### src/rtl/cache_ctrl_pkg.sv
// Shared types for the direct-mapped, write-through read cache controller.
package cache_ctrl_pkg;

   localparam int BURST_LEN_W = 16;

   typedef logic [BURST_LEN_W-1:0] burst_len_t;

   typedef enum logic [2:0] {
      IDLE,
      RD_RESP,
      FILL_REQ,
      FILL_DATA,
      FILL_WAIT,
      WR_REQ,
      WR_DATA,
      WR_WAIT
   } state_t;

endpackage

### src/rtl/cache_ctrl_line_ram.sv
// Line storage: data words with a registered read port, plus tag/valid arrays
// whose lookup is combinational so hit/miss is known in the accept cycle.
module cache_ctrl_line_ram #(
   parameter int DATA_WIDTH = 32,
   parameter int NUM_LINES  = 16,
   parameter int LINE_WORDS = 4,
   parameter int TAG_W      = 26,
   parameter int IDX_W      = $clog2(NUM_LINES),
   parameter int WA_W       = $clog2(NUM_LINES) + $clog2(LINE_WORDS)
) (
   input  logic                  clk,
   input  logic                  rst,
   input  logic                  inv_all_i,
   input  logic [IDX_W-1:0]      lk_idx_i,
   output logic [TAG_W-1:0]      lk_tag_o,
   output logic                  lk_valid_o,
   input  logic                  tag_we_i,
   input  logic [IDX_W-1:0]      tag_widx_i,
   input  logic [TAG_W-1:0]      tag_wdata_i,
   input  logic                  data_we_i,
   input  logic [WA_W-1:0]       data_waddr_i,
   input  logic [DATA_WIDTH-1:0] data_wdata_i,
   input  logic [WA_W-1:0]       data_raddr_i,
   output logic [DATA_WIDTH-1:0] data_rdata_o
);

   logic [NUM_LINES-1:0]  valid_q;
   logic [TAG_W-1:0]      tag_mem [NUM_LINES];
   logic [DATA_WIDTH-1:0] data_mem [NUM_LINES*LINE_WORDS];

   always_ff @(posedge clk) begin
      if (rst || inv_all_i) begin
         valid_q <= '0;
      end else if (tag_we_i) begin
         valid_q[tag_widx_i] <= 1'b1;
      end
   end

   always_ff @(posedge clk) begin
      if (tag_we_i) begin
         tag_mem[tag_widx_i] <= tag_wdata_i;
      end
   end

   // Write-first bypass lets a fill's final beat be returned on the next cycle.
   always_ff @(posedge clk) begin
      if (data_we_i) begin
         data_mem[data_waddr_i] <= data_wdata_i;
      end
      if (data_we_i && (data_waddr_i == data_raddr_i)) begin
         data_rdata_o <= data_wdata_i;
      end else begin
         data_rdata_o <= data_mem[data_raddr_i];
      end
   end

   assign lk_tag_o   = tag_mem[lk_idx_i];
   assign lk_valid_o = valid_q[lk_idx_i];

endmodule

### src/rtl/cache_ctrl_dm.sv
// Direct-mapped read cache with write-through/no-write-allocate writes,
// line fills via a burst read port and single-beat memory writes.
//
// state     | meaning
// IDLE      | accept invalidate > write > read
// RD_RESP   | return the requested word for one cycle
// FILL_REQ  | line burst request held until rd_gnt
// FILL_DATA | collect LINE_WORDS beats into the line
// FILL_WAIT | wait for rd_done, then validate the line
// WR_REQ    | single-word write request held until wr_gnt
// WR_DATA   | write beat held until wr_ready
// WR_WAIT   | wait for wr_done
module cache_ctrl_dm
   import cache_ctrl_pkg::*;
#(
   parameter int ADDR_WIDTH = 32,
   parameter int DATA_WIDTH = 32,
   parameter int NUM_LINES  = 16,
   parameter int LINE_WORDS = 4
) (
   input  logic                  clk,
   input  logic                  rst,
   input  logic                  acc_rd_valid,
   output logic                  acc_rd_ready,
   input  logic [ADDR_WIDTH-1:0] acc_rd_addr,
   output logic [DATA_WIDTH-1:0] acc_rd_data,
   output logic                  acc_rd_data_valid,
   input  logic                  acc_wr_valid,
   output logic                  acc_wr_ready,
   input  logic [ADDR_WIDTH-1:0] acc_wr_addr,
   input  logic [DATA_WIDTH-1:0] acc_wr_data,
   input  logic                  inv_valid,
   output logic                  inv_ready,
   output logic                  rd_req,
   input  logic                  rd_gnt,
   output logic [15:0]           rd_len,
   output logic [ADDR_WIDTH-1:0] rd_addr,
   input  logic [DATA_WIDTH-1:0] rd_data,
   input  logic                  rd_valid,
   output logic                  rd_ready,
   input  logic                  rd_done,
   output logic                  wr_req,
   input  logic                  wr_gnt,
   output logic [15:0]           wr_len,
   output logic [ADDR_WIDTH-1:0] wr_addr,
   output logic [DATA_WIDTH-1:0] wr_data,
   output logic                  wr_valid,
   input  logic                  wr_ready,
   output logic                  wr_last,
   input  logic                  wr_done,
   output logic [31:0]           hit_cnt,
   output logic [31:0]           miss_cnt
);

   localparam int OFF_W = $clog2(LINE_WORDS);
   localparam int IDX_W = $clog2(NUM_LINES);
   localparam int TAG_W = ADDR_WIDTH - OFF_W - IDX_W;
   localparam int WA_W  = OFF_W + IDX_W;
   localparam logic [OFF_W-1:0] LAST_BEAT = OFF_W'(LINE_WORDS - 1);

   state_t                state_q, state_d;
   logic [ADDR_WIDTH-1:0] addr_q, addr_d;
   logic [DATA_WIDTH-1:0] wdata_q, wdata_d;
   logic [OFF_W-1:0]      beat_q, beat_d;
   logic [31:0]           hit_q, hit_d, miss_q, miss_d;

   logic                  is_idle, wr_acc, rd_acc, last_beat, inv_all;
   logic [IDX_W-1:0]      lk_idx;
   logic [TAG_W-1:0]      lk_req_tag, lk_tag;
   logic                  lk_valid, lk_hit;
   logic                  tag_we, data_we;
   logic [WA_W-1:0]       data_waddr, data_raddr;
   logic [DATA_WIDTH-1:0] data_wdata, data_rdata;

   assign is_idle      = (state_q == IDLE);
   assign inv_ready    = is_idle && inv_valid;
   assign acc_wr_ready = is_idle && !inv_valid;
   assign acc_rd_ready = is_idle && !inv_valid && !acc_wr_valid;
   assign inv_all      = inv_ready;
   assign wr_acc       = acc_wr_valid && acc_wr_ready;
   assign rd_acc       = acc_rd_valid && acc_rd_ready;

   assign lk_idx     = acc_wr_valid ? acc_wr_addr[OFF_W +: IDX_W] : acc_rd_addr[OFF_W +: IDX_W];
   assign lk_req_tag = acc_wr_valid ? acc_wr_addr[ADDR_WIDTH-1 -: TAG_W]
                                    : acc_rd_addr[ADDR_WIDTH-1 -: TAG_W];
   assign lk_hit     = lk_valid && (lk_tag == lk_req_tag);

   assign last_beat  = (state_q == FILL_DATA) && rd_valid && (beat_q == LAST_BEAT);
   assign tag_we     = (last_beat || (state_q == FILL_WAIT)) && rd_done;
   assign data_we    = (wr_acc && lk_hit) || ((state_q == FILL_DATA) && rd_valid);
   assign data_waddr = wr_acc ? acc_wr_addr[WA_W-1:0] : {addr_q[WA_W-1:OFF_W], beat_q};
   assign data_wdata = wr_acc ? acc_wr_data : rd_data;
   assign data_raddr = is_idle ? acc_rd_addr[WA_W-1:0] : addr_q[WA_W-1:0];

   cache_ctrl_line_ram #(
      .DATA_WIDTH (DATA_WIDTH),
      .NUM_LINES  (NUM_LINES),
      .LINE_WORDS (LINE_WORDS),
      .TAG_W      (TAG_W)
   ) u_line_ram (
      .clk          (clk),
      .rst          (rst),
      .inv_all_i    (inv_all),
      .lk_idx_i     (lk_idx),
      .lk_tag_o     (lk_tag),
      .lk_valid_o   (lk_valid),
      .tag_we_i     (tag_we),
      .tag_widx_i   (addr_q[OFF_W +: IDX_W]),
      .tag_wdata_i  (addr_q[ADDR_WIDTH-1 -: TAG_W]),
      .data_we_i    (data_we),
      .data_waddr_i (data_waddr),
      .data_wdata_i (data_wdata),
      .data_raddr_i (data_raddr),
      .data_rdata_o (data_rdata)
   );

   always_ff @(posedge clk) begin
      if (rst) begin
         state_q <= IDLE;
         addr_q  <= '0;
         wdata_q <= '0;
         beat_q  <= '0;
         hit_q   <= '0;
         miss_q  <= '0;
      end else begin
         state_q <= state_d;
         addr_q  <= addr_d;
         wdata_q <= wdata_d;
         beat_q  <= beat_d;
         hit_q   <= hit_d;
         miss_q  <= miss_d;
      end
   end

   always_comb begin
      state_d           = state_q;
      addr_d            = addr_q;
      wdata_d           = wdata_q;
      beat_d            = beat_q;
      hit_d             = hit_q;
      miss_d            = miss_q;
      acc_rd_data_valid = 1'b0;
      acc_rd_data       = '0;
      rd_req            = 1'b0;
      rd_len            = '0;
      rd_addr           = '0;
      rd_ready          = 1'b0;
      wr_req            = 1'b0;
      wr_len            = '0;
      wr_addr           = '0;
      wr_data           = '0;
      wr_valid          = 1'b0;
      wr_last           = 1'b0;
      unique case (state_q)
         IDLE: begin
            if (wr_acc) begin
               addr_d  = acc_wr_addr;
               wdata_d = acc_wr_data;
               state_d = WR_REQ;
            end else if (rd_acc) begin
               addr_d = acc_rd_addr;
               if (lk_hit) begin
                  if (hit_q != '1) hit_d = hit_q + 32'd1;
                  state_d = RD_RESP;
               end else begin
                  if (miss_q != '1) miss_d = miss_q + 32'd1;
                  beat_d  = '0;
                  state_d = FILL_REQ;
               end
            end
         end
         RD_RESP: begin
            acc_rd_data_valid = 1'b1;
            acc_rd_data       = data_rdata;
            state_d           = IDLE;
         end
         FILL_REQ: begin
            rd_req  = 1'b1;
            rd_len  = burst_len_t'(LINE_WORDS);
            rd_addr = {addr_q[ADDR_WIDTH-1:OFF_W], {OFF_W{1'b0}}};
            if (rd_gnt) state_d = FILL_DATA;
         end
         FILL_DATA: begin
            rd_ready = 1'b1;
            if (rd_valid) begin
               beat_d = beat_q + 1'b1;
               if (beat_q == LAST_BEAT) state_d = rd_done ? RD_RESP : FILL_WAIT;
            end
         end
         FILL_WAIT: begin
            if (rd_done) state_d = RD_RESP;
         end
         WR_REQ: begin
            wr_req  = 1'b1;
            wr_len  = burst_len_t'(1);
            wr_addr = addr_q;
            if (wr_gnt) state_d = WR_DATA;
         end
         WR_DATA: begin
            wr_valid = 1'b1;
            wr_last  = 1'b1;
            wr_data  = wdata_q;
            if (wr_ready) state_d = WR_WAIT;
         end
         WR_WAIT: begin
            if (wr_done) state_d = IDLE;
         end
         default: state_d = IDLE;
      endcase
   end

   assign hit_cnt  = hit_q;
   assign miss_cnt = miss_q;

endmodule

### config.mk
export PLATFORM = sky130hd
export DESIGN_NAME = cache_ctrl_dm
export DESIGN_NICKNAME = d
export VERILOG_FILES = /design/src/rtl/cache_ctrl_pkg.sv /design/src/rtl/cache_ctrl_line_ram.sv /design/src/rtl/cache_ctrl_dm.sv
export SDC_FILE = /design/constraint.sdc
export NUM_CORES = 2
export LEC_CHECK = 0
export ABC_AREA = 0
export CAP_MARGIN = 20
export CORE_MARGIN = 1
export CORE_UTILIZATION = 36
export CTS_CLUSTER_SIZE = 28
export DETAILED_ROUTE_END_ITERATION = 6
export GPL_TIMING_DRIVEN = 0
export PLACE_DENSITY = 0.49
export REMOVE_ABC_BUFFERS = 1
export SLEW_MARGIN = 20
export SYNTH_ARGS = -nofsm -noshare
export SYNTH_HDL_FRONTEND = slang
export SYNTH_SLANG_ARGS = --single-unit
### constraint.sdc
create_clock -name clk -period 6.9 [get_ports clk]
set_clock_uncertainty 0.1 [all_clocks]
set_input_delay 1.725 -clock clk [delete_from_list [all_inputs] [get_ports clk]]
set_output_delay 1.725 -clock clk [all_outputs]
set_load 0.02 [all_outputs]
==> impl_metrics.json <==
{
  "outcome": "complete, no violations",
  "cts_inserted_buffers": 292,
  "r2r_cells": 7,
  "die_area_um2": 289000,
  "clk_latency_ns": 0.85,
  "synth_cells": 5111,
  "rows": 196,
  "grt_usage_pct": 21.0,
  "fillers": 24000,
  "gp_congestion": 0.773,
  "dp_worst_setup_slack_ns": -2.13,
  "post-route-period-util_pct": 97.9,
  "drt_pre_antenna_iters": 5,
  "grt_pass1_wl_um": 428000,
  "vias": 54200,
  "syn-mean-instance-area_um2": 20.2,
  "drtIter0Drc": 5269,
  "start_util_pct": 36.2,
  "post-route-min-period_ns": 6.75,
  "syn_to_final_growth_pct": 23.3,
  "core_um2": 285000,
  "hp-class": "reg -> reg",
  "r2r_start": "state_q[0]",
  "synth_top_flop_cell": "edfxtp_1",
  "die_w_um": 537,
  "endpoint": "u_line_ram.data_mem[20][28]",
  "synth-edff-count": 2464,
  "cts.clk_slew.worst_paths_ns": 0.05,
  "ys_ff_latch": 2619,
  "yosysUniqueCellTypes": 80,
  "viasPerCell": 5.53,
  "timing.fmax_mhz": 148,
  "end_kind": "register",
  "grt_pass1_vias": 55500,
  "yosysTopAreaCellShare_pct": 71.7,
  "die_h_um": 537,
  "power.density_nw_per_um2": 332,
  "worstSetupStartpoint": "acc_rd_addr[4]",
  "dp_hpwl_um": 202000,
  "yosysTopAreaCell": "edfxtp_1",
  "drive_gt1_share_pct": 26.7,
  "final_antenna_net_count": 0,
  "crit_arrival_ns": 7.17,
  "ys_top_cells_by_area": "edfxtp_1, mux4_2, dfxtp_1",
  "rsz0062_at_grt": "false",
  "path_max_fanout": 31,
  "grt_overflow": 0,
  "finalHoldViolations": 0,
  "nNetsFinal": 5968,
  "crit_type": "in -> reg",
  "place_area_um2": 118000,
  "grt_start_max_net_pins": 91,
  "fin_area_um2": 127000,
  "wirelength_um": 305000,
  "yosysWarnings": 0,
  "worstMarginPinSlew_ns": 1.05,
  "ios": 372,
  "cts.path.max_buffers": 4,
  "antenna_found_initial": 6,
  "cts_tree": "done",
  "p_leak_nw": 40.4,
  "tns_ns": 0,
  "drv_cap": 0,
  "cp.required_ns": 7.32,
  "synthArstFlopShare_pct": 0,
  "reg2reg_to": "u_line_ram.data_mem[44][21]",
  "setup_viol": 0,
  "maxSlewViolCount": 0,
  "route.detailed.wl_per_inst_um": 31.1,
  "htree_num_levels": 5,
  "syn_area_um2": 103000,
  "timing.hold.ws_ns": 0.349,
  "post-route-drc-count": 0,
  "cts_root_buf": "clkbuf_16",
  "r2r_setup_slack_ns": 1.51,
  "setup_ws_ns": 0.148,
  "relSlewSlack_pct": 29.5,
  "ys_seq_area_share_pct": 74.7,
  "vdd_ir_drop_max_v": 0.000206,
  "cts_sinks": 2619,
  "port_buffers": 339,
  "start_kind": "primary input"
}
[synthesized netlist by cell type (11+ instances only)]
cell      number
nor3_1        16
xnor2_1       13
and3_1        49
a32oi_1       11
xor2_1        25
or4_1         11
o21a_1        18
nand3_1       65
mux2i_1      210
buf_6         11
a21oi_1       82
nor2_1       153
inv_1         11
buf_4         45
nand4_1       19
a211oi_1      31
and2_1        86
nor4_1        32
mux4_2       674
a311oi_1      31
buf_2         23
dfxtp_1      155
nor2b_1       34
o21ai_0       52
or3_1         36
buf_1         61
nand2_1      306
mux2_2        21
clkbuf_1     178
edfxtp_1    2464
o22ai_1       60
[registers in the layout, indices dropped and copies added (netlist names), named ones only]
| name | cells |
|---|---|
| wdata_q | 32 |
| addr_q | 32 |
| state_q | 3 |
| beat_q | 2 |
| u_line_ram.valid_q | 16 |
| u_line_ram.tag_mem | 416 |
| u_line_ram.data_mem | 2048 |
| miss_cnt | 32 |
| hit_cnt | 32 |
[through the flow]
step | power, W | util, % | cells
CTS | 0.0428 | 44.6 | 9790
floorplan | 0.0254 | - | 4822
global placement | 0.0268 | 38.5 | 8923
finish | 0.0423 | 44.6 | 9799
detailed placement | 0.0279 | 41.2 | 9247
global route | 0.0438 | 44.6 | 9799
[where the power goes]
part	internal [W]	leakage (nW)	switching (W)
logic	0.00444	12.6	0.00453
registers	0.0181	23.5	0.000416
clock network	0.00852	4.32	0.00623
[how the worst min path moves through the flow]
stage | startpoint | end | slack (ns) | cells after the start
finish | wdata_q[1] | wdata_q[1] | 0.35 | 2
global route | wdata_q[30] | wdata_q[30] | 0.37 | 2
CTS | wdata_q[18] | wdata_q[18] | 0.35 | 2
detailed placement | wdata_q[18] | wdata_q[18] | 0.34 | 2
global placement | wdata_q[28] | wdata_q[28] | 0.34 | 2
floorplan | wdata_q[0] | wdata_q[0] | 0.33 | 2
[metal layers]
layer / share of wire [%] / GRT usage [%] / up-vias / routed length (µm)
met2: 47 / 33.5 / 1948 / 144000
met5: 0 / 0 / - / 0
li1: - / - / 22500 / -
met4: 2.9 / 6.20 / 0 / 8790
met1: 44 / 29.6 / 29200 / 133000
met3: 6.2 / 3.51 / 451 / 18700
[what timing repair did]
action	CTS	global route
buffers inserted	33	7
endpoints found under the setup margin	2085	667
gates resized for setup	23	11
gates cloned	6	1
pin swaps	10	3
hold buffers	0	0
[cell usage in the layout (no fill, tap or decap), types with 84 or more instances in the layout]
cell	netlist	layout
clkdlybuf4s50_1	0	326
dfxtp_1	155	148
clkbuf_16	0	301
mux4_2	674	674
mux2i_1	210	208
buf_16	0	114
edfxtp_1	2464	2464
buf_12	1	181
nand2_1	306	272
and2_1	86	84
[area by class of cell]
type	count	area [µm²]	share of cell area [%]
antenna	1	2.50	0.00197
clock buffer	372	7790	6.12
clock inverter	132	1060	0.836
inverter	11	41.3	0.0324
multi-input combinational	2194	25600	20.1
sequential	2619	77100	60.6
tap	3762	4710	3.70
timing repair buffer	708	10900	8.56
[logic make-up (layout without fill, tap and decap cells)]
kind of cell	count (synthesis)	count (layout)	synth area share (%)
compound gates	345	345	2.21
buf+inv	331	1223	1.50
fa+ha+maj	3	3	0.0364
xor+xnor	38	38	0.322
mux	918	920	17.1
other cells	1	33	0.00363
simple gates	856	856	4.10
flops	2619	2619	74.7
[critical path: stages]
cell             delay (ns)
clkdlybuf4s50_1        0.94
mux2_4                 0.63
nor2_1                 0.26
nand3_1                0.15
nand4_1                0.17
xor2_1                 0.19
o41ai_1                0.77
nand3_1                0.35
nor3_4                 0.30
buf_12                 0.16
o211ai_1               0.20
buf_4                  0.26
buf_4                  0.19
nor2_4                 0.38
buf_16                 0.22
buf_16                 0.18
(Power assumes the default switching activity.)
